$ cat src/rtl/autosym_pkg.sv
// Shared types and helpers for the autosymmetry scan controller.
package autosym_pkg;

  typedef enum logic [1:0] {
    IDLE  = 2'd0,
    SCAN  = 2'd1,
    CHECK = 2'd2,
    DONE  = 2'd3
  } state_e;

  // Deepest FUT pipeline the scan counter width is sized for.
  localparam int unsigned LAT_MAX = 3;

  // Truth-table width for an n-input function.
  function automatic int unsigned tw(input int unsigned n);
    return 32'd1 << n;
  endfunction

  // Position of the single set bit of a one-hot value (0 if none set).
  function automatic logic [2:0] log2_onehot(input logic [5:0] v);
    logic [2:0] r;
    r = '0;
    for (int i = 0; i < 6; i++) begin
      if (v[i]) r = 3'(i);
    end
    return r;
  endfunction

endpackage

$ cat src/rtl/autosym_scan_ctrl_if.sv
// Host/FUT-facing bundle of the autosymmetry scan controller.
interface autosym_scan_ctrl_if #(
  parameter int N_IN = 5
);
  localparam int TW = 1 << N_IN;

  logic            start;
  logic            busy;
  logic            done;
  logic            result_valid;
  logic [N_IN-1:0] fn_x;
  logic            fn_y;
  logic [TW-1:0]   tt;
  logic [TW-1:0]   lspace;
  logic [N_IN:0]   lcount;
  logic [2:0]      degree;

  // Host side plus the FUT hanging off fn_x/fn_y.
  modport master (
    output start,
    output fn_y,
    input  busy,
    input  done,
    input  result_valid,
    input  fn_x,
    input  tt,
    input  lspace,
    input  lcount,
    input  degree
  );

  // Controller side.
  modport slave (
    input  start,
    input  fn_y,
    output busy,
    output done,
    output result_valid,
    output fn_x,
    output tt,
    output lspace,
    output lcount,
    output degree
  );

endinterface

$ cat src/rtl/tt_xor_permute.sv
// Combinational XOR-permutation of a truth table: p[i] = tt[i ^ alpha].
module tt_xor_permute #(
  parameter int N_IN = 5
) (
  input  logic [(1<<N_IN)-1:0] tt,
  input  logic [N_IN-1:0]      alpha,
  output logic [(1<<N_IN)-1:0] p
);

  for (genvar i = 0; i < (1 << N_IN); i++) begin : g_bit
    localparam logic [N_IN-1:0] IDX = N_IN'(i);
    assign p[i] = tt[IDX ^ alpha];
  end

endmodule

$ cat src/rtl/autosym_scan_ctrl.sv
// Scans a combinational function through all input vectors, captures its
// truth table, then finds the autosymmetry space L and its degree.
module autosym_scan_ctrl
  import autosym_pkg::*;
#(
  parameter int N_IN = 5,
  parameter int LAT  = 0
) (
  input  logic                 clk,
  input  logic                 rst_n,
  autosym_scan_ctrl_if.slave   bus
);

  localparam int TW = int'(tw(N_IN));

  localparam logic [N_IN+1:0] SCAN_LAST  = (N_IN+2)'(TW + LAT - 1);
  localparam logic [N_IN+1:0] LAT_W      = (N_IN+2)'(LAT);
  localparam logic [N_IN:0]   ALPHA_LAST = (N_IN+1)'(TW - 1);
  localparam logic [N_IN-1:0] FN_X_LAST  = '1;

  state_e          state_q, state_d;
  logic [N_IN+1:0] scan_cnt_q, scan_cnt_d;
  logic [N_IN+1:0] samp_idx;
  logic [N_IN:0]   alpha_q, alpha_d;
  logic [N_IN-1:0] fn_x_q, fn_x_d;
  logic [TW-1:0]   tt_q, tt_d;
  logic [TW-1:0]   lspace_q, lspace_d;
  logic [TW-1:0]   perm;
  logic [N_IN:0]   lcount_q, lcount_d;
  logic [2:0]      degree_q, degree_d;
  logic            rv_q, rv_d;
  logic            eq;
  logic [5:0]      lcount_ext;

  // Sample index trails the scan counter by the FUT latency. During the
  // first LAT cycles the subtraction wraps to a value >= TW, so no table
  // bit matches and nothing is written.
  assign samp_idx = scan_cnt_q - LAT_W;

  tt_xor_permute #(.N_IN(N_IN)) u_perm (
    .tt    (tt_q),
    .alpha (alpha_q[N_IN-1:0]),
    .p     (perm)
  );

  // Next-state and datapath update for the IDLE/SCAN/CHECK/DONE sequence.
  always_comb begin
    state_d    = state_q;
    scan_cnt_d = scan_cnt_q;
    alpha_d    = alpha_q;
    fn_x_d     = fn_x_q;
    tt_d       = tt_q;
    lspace_d   = lspace_q;
    lcount_d   = lcount_q;
    degree_d   = degree_q;
    rv_d       = rv_q;
    eq         = (perm == tt_q);
    lcount_ext = '0;

    case (state_q)
      IDLE: begin
        if (bus.start) begin
          state_d    = SCAN;
          scan_cnt_d = '0;
          fn_x_d     = '0;
          tt_d       = '0;
          lspace_d   = '0;
          lcount_d   = '0;
          degree_d   = '0;
          rv_d       = 1'b0;
        end
      end

      SCAN: begin
        for (int i = 0; i < TW; i++) begin
          if (samp_idx == (N_IN+2)'(i)) tt_d[i] = bus.fn_y;
        end
        if (scan_cnt_q == SCAN_LAST) begin
          state_d    = CHECK;
          scan_cnt_d = '0;
          fn_x_d     = '0;
          alpha_d    = '0;
        end else begin
          scan_cnt_d = scan_cnt_q + 1'b1;
          if (fn_x_q != FN_X_LAST) fn_x_d = fn_x_q + 1'b1;
        end
      end

      CHECK: begin
        for (int a = 0; a < TW; a++) begin
          if (alpha_q == (N_IN+1)'(a)) lspace_d[a] = eq;
        end
        if (eq) lcount_d = lcount_q + 1'b1;
        if (alpha_q == ALPHA_LAST) begin
          // Degree and valid are settled on DONE entry so they are
          // already visible during the done pulse.
          state_d                = DONE;
          rv_d                   = 1'b1;
          lcount_ext[N_IN:0]     = lcount_d;
          degree_d               = log2_onehot(lcount_ext);
        end else begin
          alpha_d = alpha_q + 1'b1;
        end
      end

      DONE: begin
        state_d = IDLE;
      end

      default: begin
        state_d = IDLE;
      end
    endcase
  end

  // State register.
  always_ff @(posedge clk or negedge rst_n) begin
    if (!rst_n) state_q <= IDLE;
    else        state_q <= state_d;
  end

  // Counters, FUT drive and result registers; reset aborts any run.
  always_ff @(posedge clk or negedge rst_n) begin
    if (!rst_n) begin
      scan_cnt_q <= '0;
      alpha_q    <= '0;
      fn_x_q     <= '0;
      tt_q       <= '0;
      lspace_q   <= '0;
      lcount_q   <= '0;
      degree_q   <= '0;
      rv_q       <= 1'b0;
    end else begin
      scan_cnt_q <= scan_cnt_d;
      alpha_q    <= alpha_d;
      fn_x_q     <= fn_x_d;
      tt_q       <= tt_d;
      lspace_q   <= lspace_d;
      lcount_q   <= lcount_d;
      degree_q   <= degree_d;
      rv_q       <= rv_d;
    end
  end

  assign bus.busy         = (state_q == SCAN) || (state_q == CHECK);
  assign bus.done         = (state_q == DONE);
  assign bus.result_valid = rv_q;
  assign bus.fn_x         = fn_x_q;
  assign bus.tt           = tt_q;
  assign bus.lspace       = lspace_q;
  assign bus.lcount       = lcount_q;
  assign bus.degree       = degree_q;

endmodule
$ cat src/flat_wrapper.sv
// flat-port wrapper written by rule: the top's interface ports become plain ports
module autosym_scan_ctrl_flat import autosym_pkg::*;
#(
  parameter int N_IN = 5,
  parameter int LAT  = 0
)
  (clk, rst_n, bus_start, bus_fn_y, bus_busy, bus_done, bus_result_valid, bus_fn_x, bus_tt, bus_lspace, bus_lcount, bus_degree);
  autosym_scan_ctrl_if #(.N_IN(N_IN)) bus_i ();
  input  logic clk;
  input  logic rst_n;
  input wire logic [$bits(bus_i.start)-1:0] bus_start;
  input wire logic [$bits(bus_i.fn_y)-1:0] bus_fn_y;
  output wire logic [$bits(bus_i.busy)-1:0] bus_busy;
  output wire logic [$bits(bus_i.done)-1:0] bus_done;
  output wire logic [$bits(bus_i.result_valid)-1:0] bus_result_valid;
  output wire logic [$bits(bus_i.fn_x)-1:0] bus_fn_x;
  output wire logic [$bits(bus_i.tt)-1:0] bus_tt;
  output wire logic [$bits(bus_i.lspace)-1:0] bus_lspace;
  output wire logic [$bits(bus_i.lcount)-1:0] bus_lcount;
  output wire logic [$bits(bus_i.degree)-1:0] bus_degree;
  assign bus_i.start = bus_start;
  assign bus_i.fn_y = bus_fn_y;
  assign bus_busy = bus_i.busy;
  assign bus_done = bus_i.done;
  assign bus_result_valid = bus_i.result_valid;
  assign bus_fn_x = bus_i.fn_x;
  assign bus_tt = bus_i.tt;
  assign bus_lspace = bus_i.lspace;
  assign bus_lcount = bus_i.lcount;
  assign bus_degree = bus_i.degree;
  autosym_scan_ctrl #(.N_IN(N_IN), .LAT(LAT)) u_core (.clk(clk), .rst_n(rst_n), .bus(bus_i));
endmodule
$ cat config.mk
export PLATFORM = sky130hd
export DESIGN_NAME = autosym_scan_ctrl_flat
export DESIGN_NICKNAME = d
export VERILOG_FILES = /design/src/rtl/autosym_pkg.sv /design/src/rtl/autosym_scan_ctrl_if.sv /design/src/rtl/tt_xor_permute.sv /design/src/rtl/autosym_scan_ctrl.sv /design/src/flat_wrapper.sv
export SDC_FILE = /design/constraint.sdc
export NUM_CORES = 1
export LEC_CHECK = 0
export BUFFER_PORTS_ARGS = -buffer_cell sky130_fd_sc_hd__buf_2
export CAP_MARGIN = 15
export CORE_UTILIZATION = 60
export DETAILED_ROUTE_END_ITERATION = 10
export PLACE_DENSITY = 0.87
export SETUP_SLACK_MARGIN = 0.05
export SLEW_MARGIN = 10
export SYNTH_ARGS = -nofsm -noshare
export SYNTH_HDL_FRONTEND = slang
export SYNTH_HIERARCHICAL = 1
export SYNTH_SLANG_ARGS = --single-unit
$ cat constraint.sdc
create_clock -name clk -period 4.5 [get_ports clk]
set_input_delay 0.45 -clock clk [delete_from_list [all_inputs] [get_ports clk]]
set_output_delay 0.45 -clock clk [all_outputs]
set_load 0.005 [all_outputs]
==> run summary <==
Drt total wl - 19600 um
Worst hold path class - in2async
Ant. Diodes - 0
Reg clk slew, reported paths - 0.07 ns
Final setup viols - 0
CTS resizes - 0
Initial antenna violation count - 0
Asr flop ratio synth - 100%
Initial Utilization - 62.1%
Fin crit share - 96.3%
Yosys warnings - 6
Post-DP HPWL - 13400 um
Io pins - 85
# H-tree levels - 3
CTS Buffer Depth - 2
Ranking of synthesized cells by area - dfrtp_1, mux4_2, mux4_1
Grt total ovfl - 0
Fraction of layout cells with a size suffix above 1 - 27.7%
CTS tree - built
CP arrival - 4.57 ns
FF+latch count, synth - 94
Post-synthesis sequential area ratio - 32.9%
Peak fanout along the critical path - 33
Crit path max-delay family - multiplexers
Final Hold Fails - 0
Die height - 111 um
Worst path cell trace - buf_12, mux4_1, mux4_1, mux2_2, xor2_1, nor4_2, nand4_2, nor3_2, mux2i_1, o21ai_0, a32o_1
Max-cap viol count - 0
Failing checks - DRC
DR vias/cell - 7.14
Buf+Inv Stages, Crit Path - 1
Sink Count - 94
Leakage - 3.84 nW
Initial drt markers - 922
Core Util, Final - 69.3%
PwrDens - 505 nW/um2
Share of the synthesized area in the top cell type - 32.9%
Number of port buffers - 84
Critical Path Source Type - flop
CTS Buf Count - 9
Clk root buf - clkbuf_16
Crit path kind - reg2reg
Post-synth EDFFs - 0
Status - complete, but fails checks
Synth area leader - dfrtp_1
Final Critical Period - 4.33 ns
Setup Buffers After CTS - 0
Slew Viols, Final - 0
Synth Instances - 665
Setup crit end kind - flop
Die width - 111 um
Final #Nets - 744
Final RePlAce weighted congestion - 0.950
Synthesized area - 7150 um2
Core Box Area - 11500 um2
Worst Skew - 0.0126 ns
Worst slew margin - 43.6%
DR WL/cell - 22.5 um
Mapped Nets - 685
Syn Area/Cell - 10.8 um2
Max incr delay on CP - 0.64 ns
Synth cell types - 49
Clk_lat worst skew - 0.35 ns
Worst ir drop on vdd - 398 uV
Vias - 6230
Global-route wire length before repair - 31700 um
Number of global-route vias before repair - 6076
Die area - 12400 um2
Most frequent CP cell - mux4_1
Area delta synth->final - 11.7%
RSZ-0062 raised after global routing - true
Drt pass-1 iters - 9
Routed Antenna Nets - 0
CP required - 4.74 ns
Hold_buf cts - 0
Setup tns final - 0 ns
Upper clock frequency limit - 0.231 GHz
Row count - 39
Least-Margin Pin Slew - 0.845 ns
Largest net degree at the start of global routing - 49
Tot GR Track Use - 32.8%
Top_reg_cell synth - dfrtp_1
DRC - 13
Critical Path Slowest Stage Cell - mux4_1
-- cell usage after synthesis (8+ instances only) --
cell      number
o21ai_1       25
mux2_2        36
inv_1         10
dfrtp_1       94
mux4_1        28
o21ai_0       89
nand2_1       59
clkbuf_1      36
nor2_1        24
nor4_2         8
mux4_2        35
xor2_1        38
ha_1          16
nand3_1       48
a22o_1        38
and3_1         8
-- cell type report --
class                   instances  area [um2]
multi-input cells             513        4550
fillers                       797        3530
flip-flops and latches         94        2350
repair buffers                 96         546
clock buffers                  10         229
well taps                     143         179
clock inverters                 6        91.3
inverters                      10        37.5
-- stage by stage --
step	setup slack [ns]	cells	instance area, um2	power [mW]	hold slack [ns]
2_1_floorplan	0.560	665	7150	2.61	0.154
3_3_place_gp	0.376	855	7640	3.03	0.473
3_5_place_dp	0.231	855	7640	3.12	0.490
4_1_cts	0.213	871	7960	3.97	0.119
5_1_grt	0.0214	872	7990	4.25	0.143
6_report	0.166	872	7990	4.03	0.0999
-- power by group --
group / total [mW] / internal [mW] / leakage, nW / switching [mW]
combinational: 2.02 / 0.774 / 2.40 / 1.25
sequential: 1.18 / 0.954 / 1.29 / 0.229
clock: 0.825 / 0.491 / 0.157 / 0.334
-- registers in the layout, indices dropped and copies added (netlist names) --
name,count
u_core/bus.lspace,32
u_core/bus.tt,32
u_core/scan_cnt_q,7
u_core/alpha_q,6
u_core/bus.lcount,6
u_core/bus.fn_x,5
u_core/bus.degree,3
u_core/state_q,2
u_core/bus.result_valid,1
-- placed cells by master, fill, tap and decap left out, drive strengths merged, types with 2 or more instances in the layout --
cell type	instances
nand2b	6
bufinv	2
nor4	8
clkinv	2
a22o	38
nor2b	7
buf	96
ha	16
and2	3
nand3	48
o31ai	2
nand2	59
and3	8
and4	2
o21ai	114
o21a	3
mux4	64
mux2	36
nor3	4
dfrtp	94
inv	12
or4	4
nor2	25
mux2i	2
clkbuf	10
nor3b	2
xor2	38
xnor2	5
a21oi	2
nand4	6
-- cell families after synthesis --
family,count (synthesis),synth area share [%]
AO/OA/AOI/OAI,167,14.2
XOR/XNOR,43,5.27
adder cells (fa/ha/maj),16,2.80
buffers and inverters,58,3.71
flip-flops,94,32.9
multiplexers,102,27.6
AND/OR/NAND/NOR,185,13.5
-- path summary, 6_finish.rpt --
path,start,endpoint,slack (ns),cells past startpoint
max,u_core/alpha_q[1],u_core/bus.degree[1],0.17,11
min,rst_n,u_core/bus.lcount[5],0.1,1
max reg2reg,u_core/alpha_q[1],u_core/bus.degree[1],0.17,11
min reg2reg,u_core/bus.degree[1],u_core/bus.degree[1],0.51,1
max in group asynchronous,rst_n,u_core/bus.tt[24],3.36,2
min in group clk,u_core/bus.degree[1],u_core/bus.degree[1],0.51,1
-- layer usage --
| layer | GRT usage [%] | part of all wire (%) |
|---|---|---|
| met3 | 8.47 | 9.8 |
| met2 | 52.2 | 49 |
| met4 | 13.1 | 2.9 |
| met1 | 43.1 | 39 |
| met5 | 0 | 0 |
-- worst register-to-register path: cells and delay by family, from the launching register on --
kind | cells | cell delay, ns
flip-flops | 1 | 0.45
AND/OR/NAND/NOR | 3 | 1.13
buffers and inverters | 1 | 0.25
XOR/XNOR | 1 | 0.16
multiplexers | 4 | 1.80
AO/OA/AOI/OAI | 2 | 0.45
Note: power is estimated with default switching activity, not from simulation.
